[src/rtl/uart_fifo_ctrl.sv]
// uart_fifo_ctrl: bus-side front end for the serial UART core.
//   CPU writes are queued in a TX FIFO and handed to the core over start/din.
//   Each received byte is drained from the core (dout/has_byte/clr_hb) into
//   an RX FIFO. Four byte registers expose data, status/irq-enable and the
//   16-bit baud divisor.
// Ports:
//   clk, rst        clock, synchronous active-high reset
//   addr/wdata/we   register select, write data, write strobe
//   re/rdata        read strobe, registered read data (valid cycle after re)
//   irq             level interrupt (RX not empty / TX empty, per ie)
//   divisor         baud divisor to the core
//   uart_din/uart_start          TX handshake to the core
//   uart_busy                    core transmitter busy
//   uart_dout/uart_has_byte      received byte from the core
//   uart_clr_hb                  acknowledge of the received byte
//
// TX FSM
//   state   | meaning
//   TX_IDLE | waiting for a queued byte and an idle core
//   TX_ARM  | start issued, waiting for the core to raise busy
//   TX_SEND | frame in progress, waiting for busy to fall
// RX FSM
//   state   | meaning
//   RX_WAIT | waiting for has_byte
//   RX_ACK  | clr_hb sent, waiting for has_byte to drop
module uart_fifo_ctrl #(
  parameter int          AW        = 3,
  parameter logic [15:0] DIV_RESET = 16'd103
) (
  input  logic        clk,
  input  logic        rst,
  input  logic [1:0]  addr,
  input  logic [7:0]  wdata,
  input  logic        we,
  input  logic        re,
  output logic [7:0]  rdata,
  output logic        irq,
  output logic [15:0] divisor,
  output logic [7:0]  uart_din,
  output logic        uart_start,
  input  logic        uart_busy,
  input  logic [7:0]  uart_dout,
  input  logic        uart_has_byte,
  output logic        uart_clr_hb
);

  localparam int DEPTH = 1 << AW;

  typedef enum logic [1:0] {TX_IDLE, TX_ARM, TX_SEND} tx_state_t;
  typedef enum logic       {RX_WAIT, RX_ACK}          rx_state_t;

  tx_state_t r_tx_state;
  rx_state_t r_rx_state;

  logic [7:0]    r_tx_mem [DEPTH];
  logic [AW-1:0] r_tx_wp, r_tx_rp;
  logic [AW:0]   r_tx_cnt;
  logic [7:0]    r_rx_mem [DEPTH];
  logic [AW-1:0] r_rx_wp, r_rx_rp;
  logic [AW:0]   r_rx_cnt;

  logic [1:0] r_ie;
  logic       r_overrun;

  logic w_tx_full, w_tx_nempty, w_rx_full, w_rx_nempty;
  logic w_tx_push, w_tx_pop, w_rx_pop, w_rx_take, w_rx_push;
  logic w_tx_active, w_tx_empty;
  logic [7:0] w_status;

  // Count never exceeds DEPTH, so its MSB is set exactly when full.
  assign w_tx_full   = r_tx_cnt[AW];
  assign w_tx_nempty = (r_tx_cnt != '0);
  assign w_rx_full   = r_rx_cnt[AW];
  assign w_rx_nempty = (r_rx_cnt != '0);

  assign w_tx_push = we && (addr == 2'd0) && !w_tx_full;
  assign w_tx_pop  = (r_tx_state == TX_IDLE) && w_tx_nempty && !uart_busy;
  assign w_rx_pop  = re && (addr == 2'd0) && w_rx_nempty;
  assign w_rx_take = (r_rx_state == RX_WAIT) && uart_has_byte;
  // A full FIFO being popped on the same edge still has room for the byte.
  assign w_rx_push = w_rx_take && (!w_rx_full || w_rx_pop);

  assign w_tx_active = (r_tx_state != TX_IDLE);
  assign w_tx_empty  = !w_tx_nempty && (r_tx_state == TX_IDLE);
  assign w_status    = {3'b000, r_overrun, w_tx_active, w_tx_empty, w_tx_full, w_rx_nempty};

  // FIFO storage carries no reset; only pointers and counts matter.
  always_ff @(posedge clk) begin
    if (w_tx_push) r_tx_mem[r_tx_wp] <= wdata;
    if (w_rx_push) r_rx_mem[r_rx_wp] <= uart_dout;
  end

  always_ff @(posedge clk) begin
    if (rst) begin
      r_tx_wp  <= '0;
      r_tx_rp  <= '0;
      r_tx_cnt <= '0;
      r_rx_wp  <= '0;
      r_rx_rp  <= '0;
      r_rx_cnt <= '0;
    end else begin
      if (w_tx_push) r_tx_wp <= r_tx_wp + 1'b1;
      if (w_tx_pop)  r_tx_rp <= r_tx_rp + 1'b1;
      if (w_tx_push && !w_tx_pop)      r_tx_cnt <= r_tx_cnt + 1'b1;
      else if (!w_tx_push && w_tx_pop) r_tx_cnt <= r_tx_cnt - 1'b1;

      if (w_rx_push) r_rx_wp <= r_rx_wp + 1'b1;
      if (w_rx_pop)  r_rx_rp <= r_rx_rp + 1'b1;
      if (w_rx_push && !w_rx_pop)      r_rx_cnt <= r_rx_cnt + 1'b1;
      else if (!w_rx_push && w_rx_pop) r_rx_cnt <= r_rx_cnt - 1'b1;
    end
  end

  always_ff @(posedge clk) begin
    if (rst) begin
      r_tx_state <= TX_IDLE;
      uart_din   <= 8'h00;
      uart_start <= 1'b0;
    end else begin
      uart_start <= 1'b0;
      case (r_tx_state)
        TX_IDLE: if (w_tx_pop) begin
          uart_din   <= r_tx_mem[r_tx_rp];
          uart_start <= 1'b1;
          r_tx_state <= TX_ARM;
        end
        // Busy lags start by two cycles; never restart while waiting for it.
        TX_ARM:  if (uart_busy)  r_tx_state <= TX_SEND;
        TX_SEND: if (!uart_busy) r_tx_state <= TX_IDLE;
        default: r_tx_state <= TX_IDLE;
      endcase
    end
  end

  always_ff @(posedge clk) begin
    if (rst) begin
      r_rx_state  <= RX_WAIT;
      uart_clr_hb <= 1'b0;
    end else begin
      uart_clr_hb <= 1'b0;
      case (r_rx_state)
        RX_WAIT: if (uart_has_byte) begin
          uart_clr_hb <= 1'b1;
          r_rx_state  <= RX_ACK;
        end
        RX_ACK:  if (!uart_has_byte) r_rx_state <= RX_WAIT;
        default: r_rx_state <= RX_WAIT;
      endcase
    end
  end

  always_ff @(posedge clk) begin
    if (rst) begin
      rdata     <= 8'h00;
      irq       <= 1'b0;
      divisor   <= DIV_RESET;
      r_ie      <= 2'b00;
      r_overrun <= 1'b0;
    end else begin
      if (we) begin
        case (addr)
          2'd1:    r_ie          <= wdata[1:0];
          2'd2:    divisor[7:0]  <= wdata;
          2'd3:    divisor[15:8] <= wdata;
          default: ;
        endcase
      end
      if (re) begin
        case (addr)
          2'd0:    rdata <= w_rx_nempty ? r_rx_mem[r_rx_rp] : 8'h00;
          2'd1:    rdata <= w_status;
          2'd2:    rdata <= divisor[7:0];
          default: rdata <= divisor[15:8];
        endcase
      end
      // Set is ordered after clear so a dropped byte is never lost to a status read.
      if (re && (addr == 2'd1))  r_overrun <= 1'b0;
      if (w_rx_take && !w_rx_push) r_overrun <= 1'b1;
      irq <= (r_ie[0] & w_rx_nempty) | (r_ie[1] & w_tx_empty);
    end
  end

endmodule
[config.mk]
export PLATFORM = sky130hd
export DESIGN_NAME = uart_fifo_ctrl
export DESIGN_NICKNAME = d
export VERILOG_FILES = /design/src/rtl/uart_fifo_ctrl.sv
export SDC_FILE = /design/constraint.sdc
export NUM_CORES = 1
export LEC_CHECK = 0
export ABC_AREA = 1
export CORE_UTILIZATION = 25
export DETAILED_ROUTE_END_ITERATION = 7
export PLACE_DENSITY = 0.52
export SYNTH_ARGS = -nofsm -noshare
export SYNTH_HDL_FRONTEND = slang
export SYNTH_SLANG_ARGS = --single-unit
export TNS_END_PERCENT = 5
[constraint.sdc]
create_clock -name clk -period 2.2 [get_ports clk]
set_input_delay 0.44 -clock clk [delete_from_list [all_inputs] [get_ports clk]]
set_output_delay 0.44 -clock clk [all_outputs]
set_load 0.1 [all_outputs]
Word level (Yosys, flattened, before mapping)
Memory sizes are Yosys's and may differ from the RTL's. A register that Yosys moved wholly into a read port is not among the register bits.
Cells that the tools add are included.
{"block": "word_totals", "reg_bits": 53, "mem_bits_rw": 128, "out_inout_bits": 35, "mem_count": 2, "word_cells": 98, "inputBits": 24}
{"memory": "r_rx_mem", "depth": 8, "word_bits": 8, "read_ports": 1, "rd_clocked_by_memory_dff": 1, "write_ports": 1, "line": "58", "source": "logic [7:0] r_rx_mem [DEPTH];"}
{"memory": "r_tx_mem", "depth": 8, "word_bits": 8, "read_ports": 1, "rd_clocked_by_memory_dff": 1, "write_ports": 1, "line": "55", "source": "logic [7:0] r_tx_mem [DEPTH];"}
{"block": "classes", "n_mux": 20, "reduce_logical": 39, "eq_ne": 8, "n_bitwise": 5, "addsub": 8}
{"cell": "one-hot mux 8 bit (3 select lines)", "count": 1}
{"cell": "two-way mux 4 bit", "count": 4}
{"cell": "logical AND 1 bit", "count": 15}
{"cell": "adder 3 x 1 -> 3 bit (second input constant)", "count": 4}
{"cell": "adder 4 x 1 -> 4 bit (second input constant)", "count": 2}
{"cell": "logical NOT 1 bit", "count": 8}
{"cell": "two-way mux 1 bit", "count": 8}
{"cell": "two-way mux 8 bit", "count": 1}
{"cell": "AND reduction 2 bit", "count": 4}
{"cell": "nonzero test 2 bit", "count": 4}
{"cell": "nonzero test 4 bit", "count": 2}
{"cell": "subtractor 4 x 1 -> 4 bit (second input constant)", "count": 2}
{"cell": "== test 2 bit (second input constant)", "count": 3}
{"cell": "two-way mux 2 bit", "count": 3}
{"cell": "two-way mux 3 bit", "count": 2}
{"cell": "!= test 2 bit (second input constant)", "count": 3}
{"cell": "one-hot mux 2 bit (3 select lines)", "count": 1}
{"cell": "== test 2 x 1 -> 1 bit (second input constant)", "count": 2}
{"cell": "logical NOT 2 bit", "count": 2}
{"cell": "OR reduction 2 bit", "count": 2}
{"cell": "AND reduction 3 bit", "count": 1}
{"cell": "bitwise AND 1 bit", "count": 2}
{"cell": "NOT 1 bit", "count": 2}
{"cell": "logical OR 1 bit", "count": 1}
{"cell": "OR 1 bit", "count": 1}

Depth between registers and ports, before layout
Gate-level depths: netlist of run 1.
{"block": "depth", "word_depth": 9, "depth_mapped": 20, "ltp_nobuf": 20}

Least setup slack after synthesis of run 1
No wires, ideal clock.
{"block": "synth_timing", "path_type": "in2reg", "from": "input addr[1]", "to": "register r_rx_cnt[3]", "slack_ns": -0.136, "path_stages": 19, "t_arrival_ns": 2.223, "setup_time_ns": 0.113, "cell_sequence": "buf_4 -> nor2_8 -> inv_4 -> nor2_8 -> nand2_4 -> nand2_2 -> nand2_2 -> inv_2 -> ha_1 -> inv_1 -> ha_1 -> nand2_1 -> nand2_1 -> a21oi_1 -> nor2_1 -> nor2_1 -> nand2_1 -> nor2_1 -> nor2_1"}
{"block": "synth_between", "elab_chain_len": 8, "word_cells_on_any_way": 11, "classes_between": "mux: 1; reduce/logical: 10"}
{"item": "start: declaration", "line": "32", "source": "input logic [1:0] addr,"}
{"item": "logical NOT 2 bit (*)", "line": "78", "source": "assign w_rx_pop = re && (addr == 2'd0) && w_rx_nempty;"}
{"item": "logical AND 1 bit (*) (2 in a row)", "line": "78"}
{"item": "logical OR 1 bit (*)", "line": "81", "source": "assign w_rx_push = w_rx_take && (!w_rx_full || w_rx_pop);"}
{"item": "logical AND 1 bit (*)", "line": "81"}
{"item": "named net w_rx_push", "line": "66", "source": "logic w_tx_push, w_tx_pop, w_rx_pop, w_rx_take, w_rx_push;"}
{"item": "logical NOT 1 bit", "line": "110", "source": "else if (!w_rx_push && w_rx_pop) r_rx_cnt <= r_rx_cnt - 1'b1;"}
{"item": "logical AND 1 bit", "line": "110"}
{"item": "nonzero test 2 bit (no line)"}
{"item": "end signal: assignment", "line": "109", "source": "if (w_rx_push && !w_rx_pop) r_rx_cnt <= r_rx_cnt + 1'b1;"}
{"item": "end signal: assignment", "line": "110"}
{"item": "end: declaration", "line": "60", "source": "logic [AW:0] r_rx_cnt;"}
Mark *: on every way through the listed nets, which the timed path passes. The rest lies on a longest branch.
A chain may end at the register's enable or synchronous reset.

Final worst setup path of run 1
{"block": "layout_timing", "from": "input we", "to": "register r_tx_cnt[3]"}
{"block": "layout_between", "elab_chain_len": 5, "word_cells_on_any_way": 7, "classes_between": "mux: 1; reduce/logical: 6"}
{"item": "start: declaration", "line": "34", "source": "input logic we,"}
{"item": "logical AND 1 bit (*) (2 in a row)", "line": "76", "source": "assign w_tx_push = we && (addr == 2'd0) && !w_tx_full;"}
{"item": "named net w_tx_push", "line": "66"}
{"item": "logical NOT 1 bit", "line": "105", "source": "else if (!w_tx_push && w_tx_pop) r_tx_cnt <= r_tx_cnt - 1'b1;"}
{"item": "logical AND 1 bit", "line": "105"}
{"item": "nonzero test 2 bit (no line)"}
{"item": "end signal: assignment", "line": "104", "source": "if (w_tx_push && !w_tx_pop) r_tx_cnt <= r_tx_cnt + 1'b1;"}
{"item": "end signal: assignment", "line": "105"}
{"item": "end: declaration", "line": "57", "source": "logic [AW:0] r_tx_cnt;"}
Marked as above.

==> results.md, run 1 <==
* Start of the worst register-to-register path: r_rx_cnt[2]$_SDFFE_PP0P_
* Via/cell ratio at 4.43
* Hold WC Path Type: flop to flop
* Leak at 3.64 nW
* EDFF count, synth at 128
* Post-DR wirelength/cell at 15.5 um
* Inserted Clock Buffers at 17
* Tot Pwr at 9.94 mW
* Clk sinks at 192
* Total GRT Usage at 12.8%
* Buffers on Ports at 58
* I/O pin count at 59
* Starting density of the core at 25.4%
* Clk Latency, worst-skew pair at 440 ps
* Critical Path RT at 2580 ps
* Hold slack at 464 ps
* Maxcap violations at 0
* Max-slew violations at 0
* Predominant post-synthesis flop cell: edfxtp_1
* Post-DP HPWL at 13200 um
* Largest net degree at the start of global routing at 35
* RSZ-0062 raised after global routing: true
* Endpoint type of the worst setup path: flop
* Final Hold Fails at 0
* Crit start category: input port
* CTS tree: done
* Worst Tran Pin Value at 476 ps
* Synthesis Warnings at 0
* Die area at 31900 sq um
* Gate Count Post-Synth at 745
* Metal2 WL at 9070 um
* DIE HEIGHT at 179 um
* Clk root buf: clkbuf_16
* Global-route wire length before repair at 30100 um
* CP Class: input port to flop
* Initial antenna violation count at 1
* R2R Setup Slk at 110 ps
* Worst Path Arrival at 2490 ps
* Synth top area cells: edfxtp_1, dfxtp_1, nor2_1
* Worst Reg-to-Reg Cells at 19
* Met3 Routed Length at 1010 um
* Post-route ant nets at 0
* Hold Path Origin: r_tx_state[1]$_SDFFE_PP0P_
* Pwr dens at 1010 nW/um^2
* Peak VDD IR at 0.000556 V
* Syn Nets at 781
* Clock transition at the registers of the reported paths at 70 ps
* WHS Endpoint: r_tx_state[1]$_SDFFE_PP0P_
* RePlAce Congestion at 0.758
* Num rows at 64
* Fin crit share at 95.8%
* Unique masters post-synth at 32
* Synth area leader: edfxtp_1
* Sequential area share after synthesis at 65.7%
* Vias in the first global route at 5198
* Most frequent cell after synthesis: nor2_1
* Share of the synthesized area in the top cell type at 49.3%
* Crit-path max FO at 3
* Core ar. at 30700 sq um
* Die Wd at 179 um
* Met1 WL at 9200 um
* #FFs+latches synth at 192
* FFs w/ async S/R, synth at 0%
* First-pass iteration count of the detailed router at 8
* Status: completed
* Total global routing overflow at 0
* Iter 0 DRT Violations at 420
* Area Overhead vs Synth at 25.8%
* Synth Area per Inst at 10.5 sq um
* Uppermost layer routed: met4
* Bufs on Longest Clock Path at 2
* H-tree levels at 4
* Nets@finish at 886
* Via Count at 5585
* Crit path time final at 2110 ps
* Fmax at 475 MHz
* Slew headroom at 68.2%
* Layout cells sized above 1 at 18.3%
* Synth top cells by count: nor2_1, edfxtp_1, nand2_1, o21ai_0, dfxtp_1
* Detailed Route WL at 19600 um
* Worst hold stages at 1
* R2R Path End: r_rx_cnt[3]$_SDFFE_PP0P_
* DR DRC count at 0
* Mapped Area at 7800 sq um
* Final setup skew at 13.2 ps
* Final setup vio count at 0
power breakdown:
part           switching (mW)  internal [mW]
clock                    1.41           1.65
sequential              0.148           4.08
combinational            1.82          0.826
worst max-delay path, stage by stage:
cell and delay (ps):
clkdlybuf4s50_1 530, inv_1 110, nor3_4 190, ha_1 190, inv_1 80, ha_1 270
nand2_1 60, nand2_1 40, a21oi_1 170, nor2_1 60, nor2_1 80, nand2_1 70
nand2_1 60, nand2_1 40, nor2_1 80
sequential cells by signal (all words and copies together) (netlist names), named ones only:
name,count
divisor,16
irq,1
r_ie,2
r_overrun,1
r_rx_cnt,4
r_rx_mem,64
r_rx_rp,3
r_rx_state,1
r_rx_wp,3
r_tx_cnt,4
r_tx_mem,64
r_tx_rp,3
r_tx_state,2
r_tx_wp,3
rdata,8
uart_clr_hb,1
uart_din,8
uart_start,1
worst max path at each step:
stage                             start                       end  slack [ps]  depth (start not counted)
2_1_floorplan                   addr[1]  r_rx_cnt[3]$_SDFFE_PP0P_         -50                         18
3_3_place_gp                    addr[1]  r_rx_cnt[3]$_SDFFE_PP0P_        -440                         19
3_5_place_dp                    addr[1]  r_rx_cnt[3]$_SDFFE_PP0P_        -490                         20
4_1_cts        r_rx_cnt[2]$_SDFFE_PP0P_  r_rx_cnt[3]$_SDFFE_PP0P_          10                         20
5_1_grt        r_rx_cnt[2]$_SDFFE_PP0P_  r_rx_cnt[3]$_SDFFE_PP0P_         -30                         20
6_report                             we  r_tx_cnt[3]$_SDFFE_PP0P_          90                         15
cell families (layout without fill, tap and decap cells):
logic type / after synthesis / after routing / synth area share [%]
other cells: 0 / 1 / 0
fa+ha+maj: 12 / 12 / 2.12
buf+inv: 81 / 199 / 4.22
flops: 192 / 192 / 65.7
simple gates: 299 / 299 / 16.3
compound gates: 156 / 156 / 11.1
xor+xnor: 5 / 5 / 0.562
metal layers:
metal | up-vias | GRT usage [%]
met4 | 0 | 4.41
met5 | - | 0
li1 | 2787 | -
met1 | 2644 | 17.4
met2 | 133 | 20.2
met3 | 21 | 2.60
area by class of cell:
class	instances	area (sq um)
Clock inverter	12	121
Inverter	47	184
Clock buffer	20	457
Antenna cell	1	2.50
Timing Repair Buffer	120	1020
Tap cell	396	495
Multi-Input combinational cell	472	2400
Fill cell	3148	20900
Sequential cell	192	5130
through the flow:
step | setup TNS (ps) | instance area (sq um) | utilization [%] | setup slack (ps) | cells
after CTS | 0 | 9750 | 31.8 | 9.72 | 1256
after detailed placement | -30040 | 9170 | 29.9 | -491 | 1224
after global placement | -26550 | 9170 | 29.9 | -441 | 1224
after floorplan | -51.8 | 7830 | - | -51.8 | 745
final | 0 | 9810 | 32.0 | 93.0 | 1260
after global routing | -34.5 | 9810 | 32.0 | -34.5 | 1259
layout by cell type (no fill, tap or decap), types with 21 or more instances in the layout:
cell type        netlist  layout
a21oi_1               46      45
buf_4                  1      92
clkdlybuf4s50_1        0      21
o21ai_0               82      82
dfxtp_1               64      60
nor2_1               131     130
inv_1                 38      36
nand2_1              101      99
nand3_1               48      48
edfxtp_1             128     128
timing repair:
| item | CTS | global route |
|---|---|---|
| hold buffers | 0 | 0 |
| setup endpoints to repair | 2 | 3 |
| endpoints found under the hold margin | 0 | 0 |
| pin swaps | 0 | 9 |
| resized for setup | 4 | 12 |
| setup buffers | 0 | 3 |
(Power assumes the default switching activity.)
==> inputs of run 2 (changes only) <==
- CORE_UTILIZATION: 25 -> 52
- PLACE_DENSITY: 0.52 -> 0.85
==> results.md, run 2 (same netlist as run 1, synthesis figures left out) <==
* Status: completed
* Final Hold Fails at 0
* Worst Path Arrival at 2410 ps
* Slew headroom at 63.0%
* # diodes at 0
* Detailed Route WL at 19000 um
* Final setup skew at 10.0 ps
* Crit path time final at 2080 ps
* Top Registers: r_rx_mem: 64 flops, r_tx_mem: 64 flops, divisor: 16 flops
* Nets@finish at 882
* Placed cell area at 8870 sq um
* I/O pin count at 59
* Worst hold stages at 1
* Vias in the first global route at 5781
* Inserted Clock Buffers at 17
* Clk Latency, worst-skew pair at 440 ps
* Core ar. at 14600 sq um
* Peak VDD IR at 0.000551 V
* Total global routing overflow at 0
* Worst Reg-to-Reg Cells at 19
* Crit-path max FO at 3
* Clk sinks at 192
* Clk root buf: clkbuf_16
* Fmax at 482 MHz
* Bufs on Longest Clock Path at 2
* DIE HEIGHT at 124 um
* CP Class: flop to flop
* R2R Setup Slk at 120 ps
* # fillers at 1030
* Total GRT Usage at 25.4%
* Clock transition at the registers of the reported paths at 70 ps
* Layout cells sized above 1 at 18.3%
* Die Wd at 124 um
* Critical Path RT at 2530 ps
* Largest net degree at the start of global routing at 35
* R2R Path End: r_rx_cnt[3]$_SDFFE_PP0P_
* Leading cell type in the layout, fill and taps excluded: nor2_1
* Post-DR wirelength/cell at 18.3 um
* Non-filler cells, final at 1043
* Sequential standard cell area at 5130 sq um
* Commonest non-fill, non-tap cells in the layout: nor2_1, edfxtp_1, nand2_1
* Via Count at 5971
* Hold Path Origin: r_tx_state[0]$_SDFFE_PP0P_
* Post-DP HPWL at 12300 um
* Crit start category: flop
* Post-route cell area at 9470 sq um
* Via/cell ratio at 5.72
* Setup TNS at 0 ps
* Die area at 15500 sq um
* Buffers on Ports at 58
* Final setup vio count at 0
* Crit path capture: r_rx_cnt[3]$_SDFFE_PP0P_
* Area Overhead vs Synth at 21.5%
* Iter 0 DRT Violations at 724
* RePlAce Congestion at 0.828
* CTS tree: done
* Global-route wire length before repair at 30300 um
* Post-route ant nets at 0
* Worst Tran Pin Value at 553 ps
* First-pass iteration count of the detailed router at 6
* Hold WC Path Type: flop to flop
* Leak at 3.62 nW
* DR DRC count at 0
* Maxcap violations at 0
* Endpoint type of the worst setup path: flop
* Cts hold-fix bufs at 0
* DP Cell Count at 1009
* Start of the worst register-to-register path: r_rx_cnt[2]$_SDFFE_PP0P_
* Max-slew violations at 0
* Initial antenna violation count at 1
* Multi-input logic area at 2380 sq um
* Critical path origin: r_rx_cnt[2]$_SDFFE_PP0P_
* H-tree levels at 4
* Fin crit share at 94.4%
* Pwr dens at 1050 nW/um^2
* Num rows at 44
* Starting density of the core at 53.4%
==> run 2: changes by cell type in the layout (fill, tap and decap cells not counted), sizes merged <==
cell           delta
clkinvlp          -1
inv               +1
clkinv            +2
dlygate4sd2       -2
dlymetal6s2s      +1
diode             -1
clkdlybuf4s50     -1
buf               -4
==> run 2: metal layers <==
layer,global-route usage (%),vias up,part of all wire [%]
met5,0,-,0
met4,11.0,0,2.6
met3,6.87,40,9.2
met2,40.0,315,48
met1,33.2,2832,40
li1,-,2784,-
==> run 2: critical path, cell delays in order, from the launching register on <==
cell	delay, ps
dfxtp_2	330
nor2_2	110
nand3_2	120
inv_4	110
nor2_8	50
nand2_4	70
nand2_2	60
nand2_2	60
inv_2	50
ha_4	160
inv_4	70
ha_4	190
nand2_1	50
nand2_1	60
a21oi_2	140
nor2_1	60
nor2_1	80
nand2_1	70
nor2_1	100
nor2_1	50
==> run 2: worst min-delay path by stage <==
| stage | slack (ps) | endpoint |
|---|---|---|
| global route | 460 | r_tx_state[1]$_SDFFE_PP0P_ |
| global placement | 440 | r_tx_state[1]$_SDFFE_PP0P_ |
| finish | 460 | r_tx_state[1]$_SDFFE_PP0P_ |
| detailed placement | 450 | r_tx_state[1]$_SDFFE_PP0P_ |
| CTS | 460 | r_tx_state[1]$_SDFFE_PP0P_ |
| floorplan | 430 | r_tx_state[1]$_SDFFE_PP0P_ |
==> run 2: area by class of cell <==
| type | instances | area share (%) |
|---|---|---|
| clock buffer | 18 | 4.53 |
| clock inverter | 14 | 1.51 |
| inverter | 47 | 1.94 |
| multi-input combinational | 472 | 25.2 |
| sequential | 192 | 54.2 |
| tap | 184 | 2.43 |
| timing repair buffer | 116 | 10.2 |
==> run 2: per-stage QoR <==
step	hold WS [ps]	utilization [%]	power, mW	setup slack (ps)
detailed placement	447	60.8	6.91	-572
CTS	456	64.7	9.86	34.5
finish	458	64.9	9.92	124
global placement	439	60.8	6.81	-460
floorplan	425	-	6.13	-51.8
global route	460	64.9	10.4	-6.75
==> run 2: timing repair <==
action                                  in CTS  in global routing
resized for setup                            2                 17
endpoints found under the setup margin       2                  3
pin swaps                                    0                  6
buffers inserted                             0                  2
==> run 2: power by group <==
group	internal [mW]	total (mW)	leakage, nW	switching [mW]
Sequential	4.09	4.25	1.68	0.160
Clock	1.60	2.99	0.278	1.39
Combinational	0.813	2.69	1.66	1.88
